**src/rtl/uart_fifo_param.sv**
```systemverilog
// Parametrised synchronous FIFO for the UART TX/RX datapaths: occupancy count,
// almost-full/empty thresholds, overflow/underflow pulses, flush and optional FWFT read.
module uart_fifo_param #(
    parameter int unsigned DATA_W    = 8,
    parameter int unsigned DEPTH     = 64,
    parameter int unsigned AF_THRESH = 60,
    parameter int unsigned AE_THRESH = 4,
    parameter int unsigned FWFT      = 0
) (
    input  logic                    clk,
    input  logic                    rst_n,
    input  logic                    flush,
    input  logic                    wr_en,
    input  logic [DATA_W-1:0]       data_in,
    input  logic                    rd_en,
    output logic [DATA_W-1:0]       data_out,
    output logic                    full,
    output logic                    empty,
    output logic                    almost_full,
    output logic                    almost_empty,
    output logic [$clog2(DEPTH):0]  count,
    output logic                    overflow,
    output logic                    underflow
);

    localparam int unsigned AW = $clog2(DEPTH);
    localparam int unsigned CW = AW + 1;

    if (DEPTH < 2 || (DEPTH & (DEPTH - 1)) != 0) begin : g_bad_depth
        $error("uart_fifo_param: DEPTH must be a power of two >= 2");
    end
    if (AF_THRESH < 1 || AF_THRESH > DEPTH) begin : g_bad_af
        $error("uart_fifo_param: AF_THRESH must lie in 1..DEPTH");
    end
    if (AE_THRESH > DEPTH - 1) begin : g_bad_ae
        $error("uart_fifo_param: AE_THRESH must lie in 0..DEPTH-1");
    end

    logic [DATA_W-1:0] mem [DEPTH];
    logic [AW-1:0]     wr_ptr;
    logic [AW-1:0]     rd_ptr;
    logic [DATA_W-1:0] dout_q;
    logic              rd_acc;
    logic              wr_acc;
    logic [CW-1:0]     count_nxt;

    // A full FIFO may still take a write when the same edge frees a slot.
    always_comb begin
        rd_acc    = rd_en && !empty;
        wr_acc    = wr_en && (!full || rd_acc);
        count_nxt = count;
        if (flush) begin
            count_nxt = '0;
        end else if (wr_acc && !rd_acc) begin
            count_nxt = count + CW'(1);
        end else if (rd_acc && !wr_acc) begin
            count_nxt = count - CW'(1);
        end
    end

    always_ff @(posedge clk or negedge rst_n) begin
        if (!rst_n) begin
            wr_ptr       <= '0;
            rd_ptr       <= '0;
            count        <= '0;
            empty        <= 1'b1;
            almost_empty <= 1'b1;
            full         <= 1'b0;
            almost_full  <= 1'b0;
            overflow     <= 1'b0;
            underflow    <= 1'b0;
            dout_q       <= '0;
        end else begin
            // Flags track the next count so they move on the same edge as count.
            count        <= count_nxt;
            empty        <= (count_nxt == '0);
            full         <= (count_nxt == CW'(DEPTH));
            almost_full  <= (count_nxt >= CW'(AF_THRESH));
            almost_empty <= (count_nxt <= CW'(AE_THRESH));
            if (flush) begin
                wr_ptr    <= '0;
                rd_ptr    <= '0;
                overflow  <= 1'b0;
                underflow <= 1'b0;
            end else begin
                if (wr_acc) begin
                    wr_ptr <= wr_ptr + AW'(1);
                end
                if (rd_acc) begin
                    rd_ptr <= rd_ptr + AW'(1);
                    if (FWFT == 0) begin
                        dout_q <= mem[rd_ptr];
                    end
                end
                overflow  <= wr_en && !wr_acc;
                underflow <= rd_en && !rd_acc;
            end
        end
    end

    // Storage is deliberately outside the reset domain; contents survive rst_n.
    always_ff @(posedge clk) begin
        if (wr_acc && !flush) begin
            mem[wr_ptr] <= data_in;
        end
    end

    always_comb begin
        if (FWFT != 0) begin
            data_out = empty ? '0 : mem[rd_ptr];
        end else begin
            data_out = dout_q;
        end
    end

endmodule

```
**config.mk**
```make
export PLATFORM = sky130hd
export DESIGN_NAME = uart_fifo_param
export DESIGN_NICKNAME = d
export VERILOG_FILES = /design/src/rtl/uart_fifo_param.sv
export SDC_FILE = /design/constraint.sdc
export NUM_CORES = 1
export LEC_CHECK = 0
export BUFFER_PORTS_ARGS = -buffer_cell sky130_fd_sc_hd__buf_2
export CORE_MARGIN = 1.5
export CORE_UTILIZATION = 39
export CTS_CLUSTER_SIZE = 10
export DETAILED_ROUTE_END_ITERATION = 8
export GPL_TIMING_DRIVEN = 0
export SLEW_MARGIN = 20
export SYNTH_ARGS = -nofsm -noshare
export SYNTH_HDL_FRONTEND = slang
export SYNTH_SLANG_ARGS = --single-unit
```
**constraint.sdc**
```tcl
create_clock -name clk -period 3.3 [get_ports clk]
set_input_delay 0.33 -clock clk [delete_from_list [all_inputs] [get_ports clk]]
set_output_delay 0.33 -clock clk [all_outputs]
set_load 0.01 [all_outputs]
```
Word level (Yosys, flattened, before mapping)

Memories as Yosys holds them, arrays and structs flattened. A register that Yosys moved wholly into a read port is not among the register bits.
Cells that the tools add are included.
Widths: inputs -> output; s select.

Add/subtract/negate cells: 4
Order comparisons: 2
Equality and inequality tests: 1
Multiplexer cells: 11
Bitwise gates (word level): 1
Reduce and logical (&&, ||, !) cells: 18

Operator list:

| kind                | count |
|---|---|
| $mux 6              | 4 |
| $mux 7              | 3 |
| $add 6x1->6 const B | 2 |
| $add 7x1->7 const B | 1 |
| $eq 7x7->1 const B  | 1 |
| $ge 7x6->1 const B  | 1 |
| $le 7x3->1 const B  | 1 |
| $logic_and 1x1->1   | 7 |
| $logic_not 7->1     | 1 |
| $sub 7x1->7 const B | 1 |
| $logic_not 1->1     | 6 |
| $mux 1              | 4 |
| $reduce_bool 2->1   | 2 |
| $reduce_and 2->1    | 1 |
| $logic_or 1x1->1    | 1 |
| $not 1->1           | 1 |

Bits in registers: 25
Bits in writable memories: 512
Input bits: 13
Output and inout port bits: 21
Logic and storage cells: 47
Memories kept: 1

Memories:

| name | words | bits a word | read ports | clocked after Yosys merged registers in | write ports | RTL line | RTL |
|---|---|---|---|---|---|---|---|
| mem  | 64    | 8           | 1          | 1                                       | 1           | 39       | `logic [DATA_W-1:0] mem [DEPTH];` |

Depth between registers and ports, before layout

Depth in word-level cells: 10
Gate-level depth with buffers: 9
Gate-level depth less buffers: 9

Worst setup path after synthesis

OpenSTA, ideal clock, no wires.

Path type: reg2reg
Start: register empty
End: memory mem[62][0] (enable)
Setup time: 370 ps
Data arrival time: 2009 ps
Required time: 2930 ps
Slack: 920 ps
Cell stages (with the launch flop): 7
Path buffers: 1
Clock period less this slack: 2380 ps
Cells stage by stage: dfstp_2 nand2b_4 buf_2 a21boi_2 nor3b_1 nand3_1 nor2_1

Longest elaborated chain between the ends: 7

Ends and longest elaborated chain:

| what                         | RTL line | RTL |
|---|---|---|
| start: declaration           | 18       | `output logic empty,` |
| start signal: assignment     | 76       | `empty <= (count_nxt == '0);` |
| $logic_not 1->1              | 49       | `rd_acc = rd_en && !empty;` |
| $logic_and 1x1->1            | 49       |  |
| $logic_or 1x1->1             | 50       | `wr_acc = wr_en && (!full \|\| rd_acc);` |
| $logic_and 1x1->1            | 50       |  |
| $logic_and 1x1->1            | 103      | `if (wr_acc && !flush) begin` |
| $mux 1                       | 103      |  |
| $mux 1 (not written as such) | 104      | `mem[wr_ptr] <= data_in;` |
| end: declaration             | 39       |  |

Every way passes these cells.

Final worst setup path

Start: register empty
End: memory mem[48][4] (enable)

The elaborated chain is that of the path after synthesis.

==> impl_metrics.tcl <==
set metrics [dict create \
    powerDensity_mw_per_mm2 656 \
    path_class "register to register" \
    rows 85 \
    reg2regPathDepth 6 \
    syn_area_sq_mm 0.0214 \
    clockRootBuffer "clkbuf_16" \
    r2r_slack_ns -0.04 \
    cts.sinks 545 \
    cts_setup_buffers 0 \
    synth_common_cells "512 x edfxtp_1, 125 x mux4_2, 100 x nor2_1" \
    p_int_mw 12.0 \
    initial_core_util 0.396 \
    pin_count 34 \
    die_w_um 237 \
    violations "setup timing" \
    avgViaCountPerCell 5.66 \
    wl_mm 51.6 \
    max_slew.worst_pin.slew_ns 0.919 \
    hpwl_mm 32.4 \
    hold_class "primary input to register" \
    gp_congestion 0.888 \
    wl_per_cell_um 26.7 \
    syn_area_per_cell_sq_um 19.4 \
    grt_overflow 0 \
    drt_iter0_drc 1152 \
    syn-num-nets 1118 \
    switchingPower_mw 3.90 \
    nets 1216 \
    use_met3 0.0355 \
    syn_to_final_growth_pct 13.6 \
    async_flop_share 0.0606 \
    swShare 0.245 \
    cts_buffer_depth 3 \
    synth_edf_count 512 \
    yosys_warnings 0 \
    via_count 10966 \
    crit_required_ns 3.54 \
    ff_latch_area_sq_mm 0.0162 \
    ys_top_cells_by_area "edfxtp_1 72%, mux4_2 13%, dfrtp_1 3.6%, nor2_1 1.8%, nand2_1 1.2%" \
    cp_max_fo 10 \
    top_usage_layer "met2" \
    die-height_um 237 \
    power_mw 15.9 \
    htree_levels 2 \
    track_usage 0.185 \
    maxSlewViolCount 0 \
    clk_latency_ns 0.63 \
    crit_arrival_ns 3.59 \
    slew_headroom 0.382 \
    synth_seq_cells 545 \
    cap_violations 0 \
    worstSetupStartpointType "register" \
    power_frac_comb 0.126 \
    cts-buffers-inserted 61 \
    min_period_over_period 1.01 \
    synth_top_area_frac 0.718 \
    insertedDiodeCount 0 \
    drive_above_1_share 0.232 \
    dieArea_sq_mm 0.0563 \
    outcome "complete, but fails checks" \
    holdPathEnd "underflow" \
    worstReg2RegEnd "mem[48][4]" \
    grt_max_degree 65 \
    p_leak_nw 7.61 \
    timing.rr.start "empty" \
    max_freq_mhz 299 \
    place.port_buffers 33 \
    cts_tree "done" \
    met2_usage 0.294 \
    ys_types 55 \
    power.share.clock 0.382 \
    fin_crit_ns 3.34 \
    clk_pin_slew_ns 0.06 \
    grt_pass1_vias 11012 \
    power_frac_seq 0.491 \
    setup_viol 42 \
    max-vdd-ir-drop_uv 476 \
    end_kind "register" \
    utilization 0.450 \
    hold_path_depth 2 \
    yosysMostFrequentCell "edfxtp_1" \
    nFillCells 4598 \
    timing.final.ws_setup_ns -0.0419 \
    coreArea_sq_mm 0.0540 \
    ant_nets 0 \
    drcViolationCount 0 \
    min_from "rd_en" \
    synth_flop_cell "edfxtp_1" \
    grt_first_pass_wirelength_mm 74.7 \
    multiInputGateArea_sq_mm 0.00492 \
    hold_viol_final 0 \
    gr-usage-met1 0.261 \
    netlist_instances 1101 \
    firstDrtPassIters 5 \
    rsz0062_at_grt "yes" \
    antenna_found_initial 1 \
    seq_area_frac_synth 0.757 \
    fin_skew_ns 0.0214 \
    yosysTopAreaCell "edfxtp_1" \
]
==> final cells by class <==
type | count | share of cell area
multi-input cells | 490 | 0.202
repair buffers | 35 | 0.00906
well taps | 696 | 0.0358
clock buffers | 100 | 0.0696
inverters | 10 | 0.00154
flip-flops and latches | 545 | 0.666
clock inverters | 4 | 0.00304
plain buffers | 56 | 0.0121
==> registers in the layout, summed over array words and instances (netlist names), 6 cells and up <==
| name | cells |
|---|---|
| rd_ptr | 6 |
| wr_ptr | 6 |
| mem | 512 |
| count | 7 |
| data_out | 8 |
==> cells by family (layout without fill, tap and decap cells) <==
kind of cell / after synthesis / count (layout) / share of synthesized area
xor+xnor: 12 / 12 / 0.00491
fa+ha+maj: 4 / 4 / 0.00234
buf+inv: 66 / 205 / 0.0155
compound gates: 87 / 87 / 0.0284
mux: 150 / 150 / 0.143
simple gates: 237 / 237 / 0.0487
flops: 545 / 545 / 0.757
==> metal layers <==
layer  vias up  share of wire
met5         -        0.00014
met4         2          0.021
met3        77          0.072
met2       428           0.48
met1      5807           0.43
li1       4652              -
==> power groups by stage <==
stage / Sequential (mW) / Combinational, mW / Clock, mW
final: 7.83 / 2.02 / 6.10
after detailed placement: 7.96 / 2.04 / 0
after global routing: 7.83 / 2.16 / 6.45
after global placement: 7.96 / 2.02 / 0
after CTS: 7.82 / 2.05 / 6.19
after floorplan: 7.92 / 1.31 / 0
==> cells in the final DEF (no fill, tap or decap), drive strengths merged, types with 7 or more instances in the layout <==
master   instances
dfrtp           31
o21ai           18
mux4           125
a21oi           10
o21bai           7
mux2i           23
buf             74
nor2           100
o22ai           16
clkbuf         116
and3             7
inv             11
edfxtp         512
nand2           70
xnor2            8
a32oi            7
o2111ai          8
nand3           24
nor2b            7
==> repair_timing <==
item / CTS / global route
hold endpoints to repair: 31 / 0
hold buffers: 1 / 0
setup endpoints to repair: 64 / 276
resized for setup: 1 / 14
==> critical path, stage by stage, from the launching register on <==
cell      delay, ns
dfstp_2        0.39
nand2b_4       0.16
buf_2          0.21
a21boi_2       0.36
nor3b_1        0.47
nand2_1        0.55
nor2_1         0.82
==> worst max path at each step <==
| stage | slack [ns] | cells after the start | start | end |
|---|---|---|---|---|
| 2_1_floorplan | 0.92 | 6 | empty | mem[62][0] |
| 3_3_place_gp | -0.17 | 7 | rd_en | mem[14][4] |
| 3_5_place_dp | -0.22 | 7 | rd_en | mem[14][4] |
| 4_1_cts | -0.20 | 6 | empty | mem[46][7] |
| 5_1_grt | -0.22 | 6 | empty | mem[12][2] |
| 6_report | -0.04 | 6 | empty | mem[48][4] |
==> through the flow <==
step	TNS [ns]	instances	instance area, sq um	worst slack (ns)	hold WS, ns
6_report	-0.869	1936	24300	-0.0419	0.0387
5_1_grt	-29.53	1936	24300	-0.223	0.0562
4_1_cts	-9.34	1935	24200	-0.203	0.00679
3_5_place_dp	-10.39	1830	22500	-0.215	0.458
3_3_place_gp	-7.06	1830	22400	-0.170	0.445
2_1_floorplan	0	1101	21400	0.920	0.0344
(Power assumes the default switching activity.)
